**config.mk**
```make
export PLATFORM = sky130hd
export DESIGN_NAME = mem_port_arbiter
export DESIGN_NICKNAME = d
export VERILOG_FILES = /design/src/rtl/mem_port_arbiter.sv
export SDC_FILE = /design/constraint.sdc
export NUM_CORES = 1
export LEC_CHECK = 0
export CORE_AREA = 4 4 108 110
export CTS_CLUSTER_DIAMETER = 200
export CTS_CLUSTER_SIZE = 12
export DETAILED_ROUTE_END_ITERATION = 10
export DIE_AREA = 0 0 112 114
export GPL_TIMING_DRIVEN = 0
export PLACE_DENSITY_LB_ADDON = 0.2
export SYNTH_ARGS = -nofsm -noshare
export SYNTH_HDL_FRONTEND = slang
export SYNTH_SLANG_ARGS = --single-unit
export TNS_END_PERCENT = 1
```
**constraint.sdc**
```tcl
create_clock -name Clk -period 4.35 [get_ports Clk]
set_clock_uncertainty 0.1 [all_clocks]
set_input_delay 0.87 -clock Clk [delete_from_list [all_inputs] [get_ports Clk]]
set_output_delay 0.87 -clock Clk [all_outputs]
set_load 0.1 [all_outputs]
```
**src/rtl/mem_port_arbiter.sv**
```systemverilog
// mem_port_arbiter: shares one fixed-latency single-port memory between the IF fetch port and the MEM load/store port
// Ports: Clk/Clrn (sync active-high reset); if_* fetch port; d_* data port;
// mem_* memory side; stall_if/stall_mem pipeline holds; conflict_cnt perf counter.
// Optional macro ARB_PERF_EN builds the saturating arbitration-loss counter.
module mem_port_arbiter #(
    parameter int ADDR_W  = 32,
    parameter int DATA_W  = 32,
    parameter int MEM_LAT = 2,
    parameter int CNT_W   = 4
) (
    input  logic              Clk,
    input  logic              Clrn,
    input  logic              if_req,
    input  logic [ADDR_W-1:0] if_addr,
    output logic              if_gnt,
    output logic              if_valid,
    output logic [DATA_W-1:0] if_rdata,
    input  logic              d_req,
    input  logic              d_we,
    input  logic [ADDR_W-1:0] d_addr,
    input  logic [DATA_W-1:0] d_wdata,
    output logic              d_gnt,
    output logic              d_valid,
    output logic [DATA_W-1:0] d_rdata,
    output logic              mem_en,
    output logic              mem_we,
    output logic [ADDR_W-1:0] mem_addr,
    output logic [DATA_W-1:0] mem_wdata,
    input  logic [DATA_W-1:0] mem_rdata,
    output logic              stall_if,
    output logic              stall_mem,
    output logic [15:0]       conflict_cnt
);
    typedef enum logic [1:0] {IDLE, BUSY_I, BUSY_D} state_t;
    localparam logic [CNT_W-1:0] LAT = CNT_W'(MEM_LAT);
    state_t state_q, state_d;
    logic [CNT_W-1:0] cnt_q, cnt_d;
    logic [ADDR_W-1:0] addr_q, addr_d;
    logic [DATA_W-1:0] wdata_q, wdata_d;
    logic we_q, we_d;
    logic issue, done;
    always_ff @(posedge Clk) begin
        if (Clrn) begin
            state_q <= IDLE;
            cnt_q   <= '0;
            addr_q  <= '0;
            wdata_q <= '0;
            we_q    <= 1'b0;
        end else begin
            state_q <= state_d;
            cnt_q   <= cnt_d;
            addr_q  <= addr_d;
            wdata_q <= wdata_d;
            we_q    <= we_d;
        end
    end
    // Data port has fixed priority: it carries the older instruction.
    always_comb begin
        state_d = state_q;
        cnt_d   = cnt_q;
        addr_d  = addr_q;
        wdata_d = wdata_q;
        we_d    = we_q;
        if (state_q == IDLE) begin
            if (d_req) begin
                state_d = BUSY_D;
                cnt_d   = LAT;
                addr_d  = d_addr;
                wdata_d = d_wdata;
                we_d    = d_we;
            end else if (if_req) begin
                state_d = BUSY_I;
                cnt_d   = LAT;
                addr_d  = if_addr;
                we_d    = 1'b0;
            end
        end else begin
            cnt_d   = (cnt_q == '0) ? cnt_q : cnt_q - 1'b1;
            state_d = (cnt_q == '0) ? IDLE : state_q;
        end
    end
    // Issue is the first BUSY cycle (cnt still at MEM_LAT); completion is cnt == 0.
    always_comb begin
        issue     = (state_q != IDLE) && (cnt_q == LAT);
        done      = (state_q != IDLE) && (cnt_q == '0);
        if_gnt    = issue && (state_q == BUSY_I);
        d_gnt     = issue && (state_q == BUSY_D);
        if_valid  = done && (state_q == BUSY_I);
        d_valid   = done && (state_q == BUSY_D);
        if_rdata  = mem_rdata;
        d_rdata   = mem_rdata;
        mem_en    = issue;
        mem_we    = issue && we_q;
        mem_addr  = addr_q;
        mem_wdata = wdata_q;
        stall_if  = if_req && !if_valid;
        stall_mem = d_req && !d_valid;
    end
`ifdef ARB_PERF_EN
    logic [15:0] conflict_q, conflict_d;
    always_comb begin
        conflict_d = (state_q == IDLE && d_req && if_req && conflict_q != 16'hFFFF) ? conflict_q + 16'd1 : conflict_q;
    end
    always_ff @(posedge Clk) begin
        if (Clrn) conflict_q <= '0;
        else conflict_q <= conflict_d;
    end
    assign conflict_cnt = conflict_q;
`else
    assign conflict_cnt = 16'h0000;
`endif
endmodule

```
# Word level (Yosys, flattened, before mapping)
# Cells that the tools add are included.
[totals]
ff_bits = 71
inputBits = 133
word_cells = 43
[op_classes]
n_addsub = 1
eq_ne = 5
n_mux = 12
n_reduce_logical = 20
[op_table]
columns = ["cell", "n"]
rows = [
  ["2-to-1 mux 32 bit", 2],
  ["2-to-1 mux 4 bit", 4],
  ["logical AND 1 bit", 9],
  ["2-to-1 mux 2 bit", 4],
  ["AND reduction 2 bit", 4],
  ["nonzero test 2 bit", 3],
  ["== test 4 x 2 -> 1 bit, second input constant", 1],
  ["zero test 4 bit", 1],
  ["subtractor 4 x 1 -> 4 bit, second input constant", 1],
  ["!= test 3 bit, second input constant", 1],
  ["== test 2 x 1 -> 1 bit, second input constant", 1],
  ["== test 2 bit, second input constant", 1],
  ["zero test 1 bit", 2],
  ["zero test 2 bit", 1],
  ["2-to-1 mux 1 bit", 2],
  ["!= test 2 bit, second input constant", 1],
]

# Longest topological paths before layout
# Gate-level depths: netlist of run 1.
[depth]
word_depth = 5
ltp_mapped = 6

# Least setup slack after synthesis of run 1
# Ideal clock, no wire load.
[synth_path]
path_type = "register -> output"
from = "register cnt_q[0]"
to = "output port stall_if"
arrival_ns = 3.276
t_required_ns = 3.380
setup_slack_ns = 0.104
stages_incl_launch_ff = 7
cell_sequence = "dfxtp_1 inv_1 ha_1 or3b_1 clkbuf_1 nor2_1 nor2b_1"
[synth_via]
elab_chain_len = 5
[synth_rtl]
columns = ["element", "line", "source"]
rows = [
  ["start, declared", "37", "logic [CNT_W-1:0] cnt_q, cnt_d;"],
  ["start signal, assigned", "51", "cnt_q <= cnt_d;"],
  ["zero test 4 bit", "85", "done = (state_q != IDLE) && (cnt_q == '0);"],
  ["logical AND 1 bit", "85", ""],
  ["logical AND 1 bit", "88", "if_valid = done && (state_q == BUSY_I);"],
  ["via if_valid", "16", "output logic if_valid,"],
  ["zero test 1 bit", "96", "stall_if = if_req && !if_valid;"],
  ["logical AND 1 bit", "96", ""],
  ["end, declared", "30", "output logic stall_if,"],
]
# The timed path passes the listed nets, and every way through them passes these cells.

# Worst setup path after layout of run 1
[layout_path]
from = "input port d_req"
to = "output port stall_mem"
[layout_via]
elab_chain_len = 1
[layout_rtl]
columns = ["element", "line", "source"]
rows = [
  ["start, declared", "18", "input logic d_req,"],
  ["logical AND 1 bit", "97", "stall_mem = d_req && !d_valid;"],
  ["end, declared", "31", "output logic stall_mem,"],
]
# Every way passes these cells.

==> results of run 1 <==
## layout make-up
cell class | instances | area share, %
repair buffers | 235 | 36.6
clock buffers | 9 | 1.93
inverters | 2 | 0.117
flip-flops and latches | 71 | 22.1
clock inverters | 6 | 0.603
multi-input cells | 256 | 23.3
well taps | 140 | 2.72
plain buffers | 112 | 12.6
## critical path: stages
cell	delay, ps
clkdlybuf4s50_1	510
buf_6	170
buf_2	300
nor2b_1	170
clkdlybuf4s50_1	1150
## report_power, final
part / internal [mW] / switching, mW
Clock: 0.201 / 0.243
Sequential: 0.713 / 0.0329
Combinational: 0.371 / 0.948
Total: 1.28 / 1.22
## flip-flops by register name, summed over array words and instances, names as in the netlist
name / count
mem_addr: 32
mem_wdata: 32
cnt_q: 4
state_q: 2
we_q: 1
## layer usage
| metal | wire [µm] | vias up |
|---|---|---|
| li1 | - | 1874 |
| met2 | 5900 | 181 |
| met3 | 1320 | 6 |
| met1 | 4540 | 1650 |
| met4 | 88 | 0 |
| met5 | 0 | - |
## synth_stat cells
master     n
nor3b_4    1
or2_1      1
ha_1       3
nand3_1    1
nor2_4     2
a211oi_1  34
mux2i_1   33
nand2_1   67
o31a_1     1
o31ai_1    1
or3b_1     2
nor2_1    11
buf_4     85
nor4_1     1
nor2b_1    2
inv_1      2
nor3b_1    2
or3_1      1
clkbuf_1  10
o21ai_0    1
a21oi_1   67
nand3b_1   1
buf_2      9
nand2b_1   2
conb_1     1
dfxtp_1   71
or2_4      1
a31oi_1    1
nor4b_1    1
o21ai_1    2
nor3_1     1
buf_6      8
## per-stage QoR
stage          power (mW)  std cells
3_3_place_gp         2.07        816
3_5_place_dp         2.09        816
2_1_floorplan        1.76        441
6_report             2.51        831
5_1_grt              2.61        831
4_1_cts              2.53        831
## cell families after synthesis
logic type	count (synthesis)	share of synthesized area, %
flops	71	38.6
compound gates	107	17.0
simple gates	97	12.1
other cells	1	0.102
mux	33	8.96
fa+ha+maj	3	1.02
buf+inv	114	22.2
## worst paths after layout
check / slack, ps / start / end / depth (start not counted)
setup reg to reg: 2670 / cnt_q[0] / cnt_q[1] / 6
hold / removal: 350 / mem_wdata[0] / mem_wdata[0] / 2
setup / recovery: 200 / d_req / stall_mem / 5
hold reg to reg: 350 / mem_wdata[0] / mem_wdata[0] / 2
==> flow_summary.yaml, run 1 <==
yosys:
  synth_top_cell_by_area: "dfxtp_1"
  ys_seq_area_share_pct: 38.6
  netlist.area_leader.share_pct: 38.6
  ys_ff_latch: 71
  syn_inst: 426
  synth_area_leaders: "dfxtp_1, buf_4, a21oi_1"
  yosys_warnings: 0
  synth_cell_types: 32
  syn_area_per_cell_um2: 8.65
  netlist_area_um2: 3680
global_routing:
  grt.met2_usage_pct: 31.6
  gr-max-usage-layer: "met2"
  grt_start_max_net_pins: 13
  grt_use_met3_pct: 6.15
  antenna_found_initial: 0
  gr-usage-met1_pct: 19.8
  grt_usage_pct: 17.6
  grt_pass1_wl_um: 18300
  grt_pass1_vias: 3751
  grt-ovfl-total: 0
timing:
  fin_crit_sh_pct: 95.3
  max-slew-margin-rel_pct: 30.3
  layout_setup_ws_ps: 205
  fin_crit_ps: 4150
  setup_viol: 0
  hold_viol: 0
  rsz0062_at_grt: "no"
  setup_tns_ps: 0
  worst_pin_slew_ps: 1040
  slew_violations: 0
  whs_ps: 354
  max_freq_ghz: 0.241
floorplanning:
  dieHeight_um: 114
  initial_core_util_pct: 34.4
  dieArea_um2: 12800
  core.rowCount: 38
  die_x_um: 112
  coreArea_um2: 10700
  boundaryPins: 285
route:
  wl_um: 11800
  drtIter0Drc: 179
  postRouteAntennaNets: 0
  via_count: 3711
  viasPerCell: 4.47
  dr.pass1.iters: 4
  wire_per_inst_um: 14.3
  drcViolationCount: 0
final_layout:
  final_cell_area_um2: 6430
  drive_above_1_share_pct: 17.5
  final_cell_mix: "clkdlybuf4s50_1, buf_4, dfxtp_1"
  area_delta_synth_final_pct: 74.5
  diodes: 0
  nets: 823
  final_common_cell: "clkdlybuf4s50_1"
  seq_area_um2: 1420
  nFillCells: 990
  multiInputGateArea_um2: 1500
  final_core_util_pct: 60.1
cts:
  cts_tree: "done"
  clk_latency_ps: 330
  cts_resized: 0
  ctsRootBufferMaster: "clkbuf_8"
  cts-buffers-inserted: 9
  clk_path_buf_depth: 2
  post_cts_buffers: 0
  cts.sinks: 71
  cts_htree_levels: 3
  path_clk_slew_ps: 70
  hold_buffers: 0
place:
  portBuffers: 235
  place_area_um2: 6270
  pre_cts_slack_ps: 181
  hpwl_um: 9750
  gp_congestion: 0.770
hold_path:
  holdCritPathClass: "reg2reg"
setup_path:
  crit_arrival_ps: 3180
  crit_required_ps: 3380
  critPathMaxFanout: 10
  path_class: "in2out"
  cp-end-kind: "output pin"
  start_kind: "input port"
power_and_ir_drop:
  power_density_nw_per_um2: 390
  power_leakage_nw: 2.64
  ir_drop_mv: 0.164
status:
  status: "complete, no violations"
run:
  max_cap_viol_count: 0
Power figures use the tool's default switching activity.
==> inputs of run 2 (changes only) <==
--- a/config.mk
+++ b/config.mk
@@ -12,6 +12,7 @@
 export DIE_AREA = 0 0 112 114
 export GPL_TIMING_DRIVEN = 0
 export PLACE_DENSITY_LB_ADDON = 0.2
+export SETUP_SLACK_MARGIN = 0.05
 export SYNTH_ARGS = -nofsm -noshare
 export SYNTH_HDL_FRONTEND = slang
 export SYNTH_SLANG_ARGS = --single-unit
==> results of run 2 <==
Same layout as run 1: the final DEF is identical, and so are final timing and power.
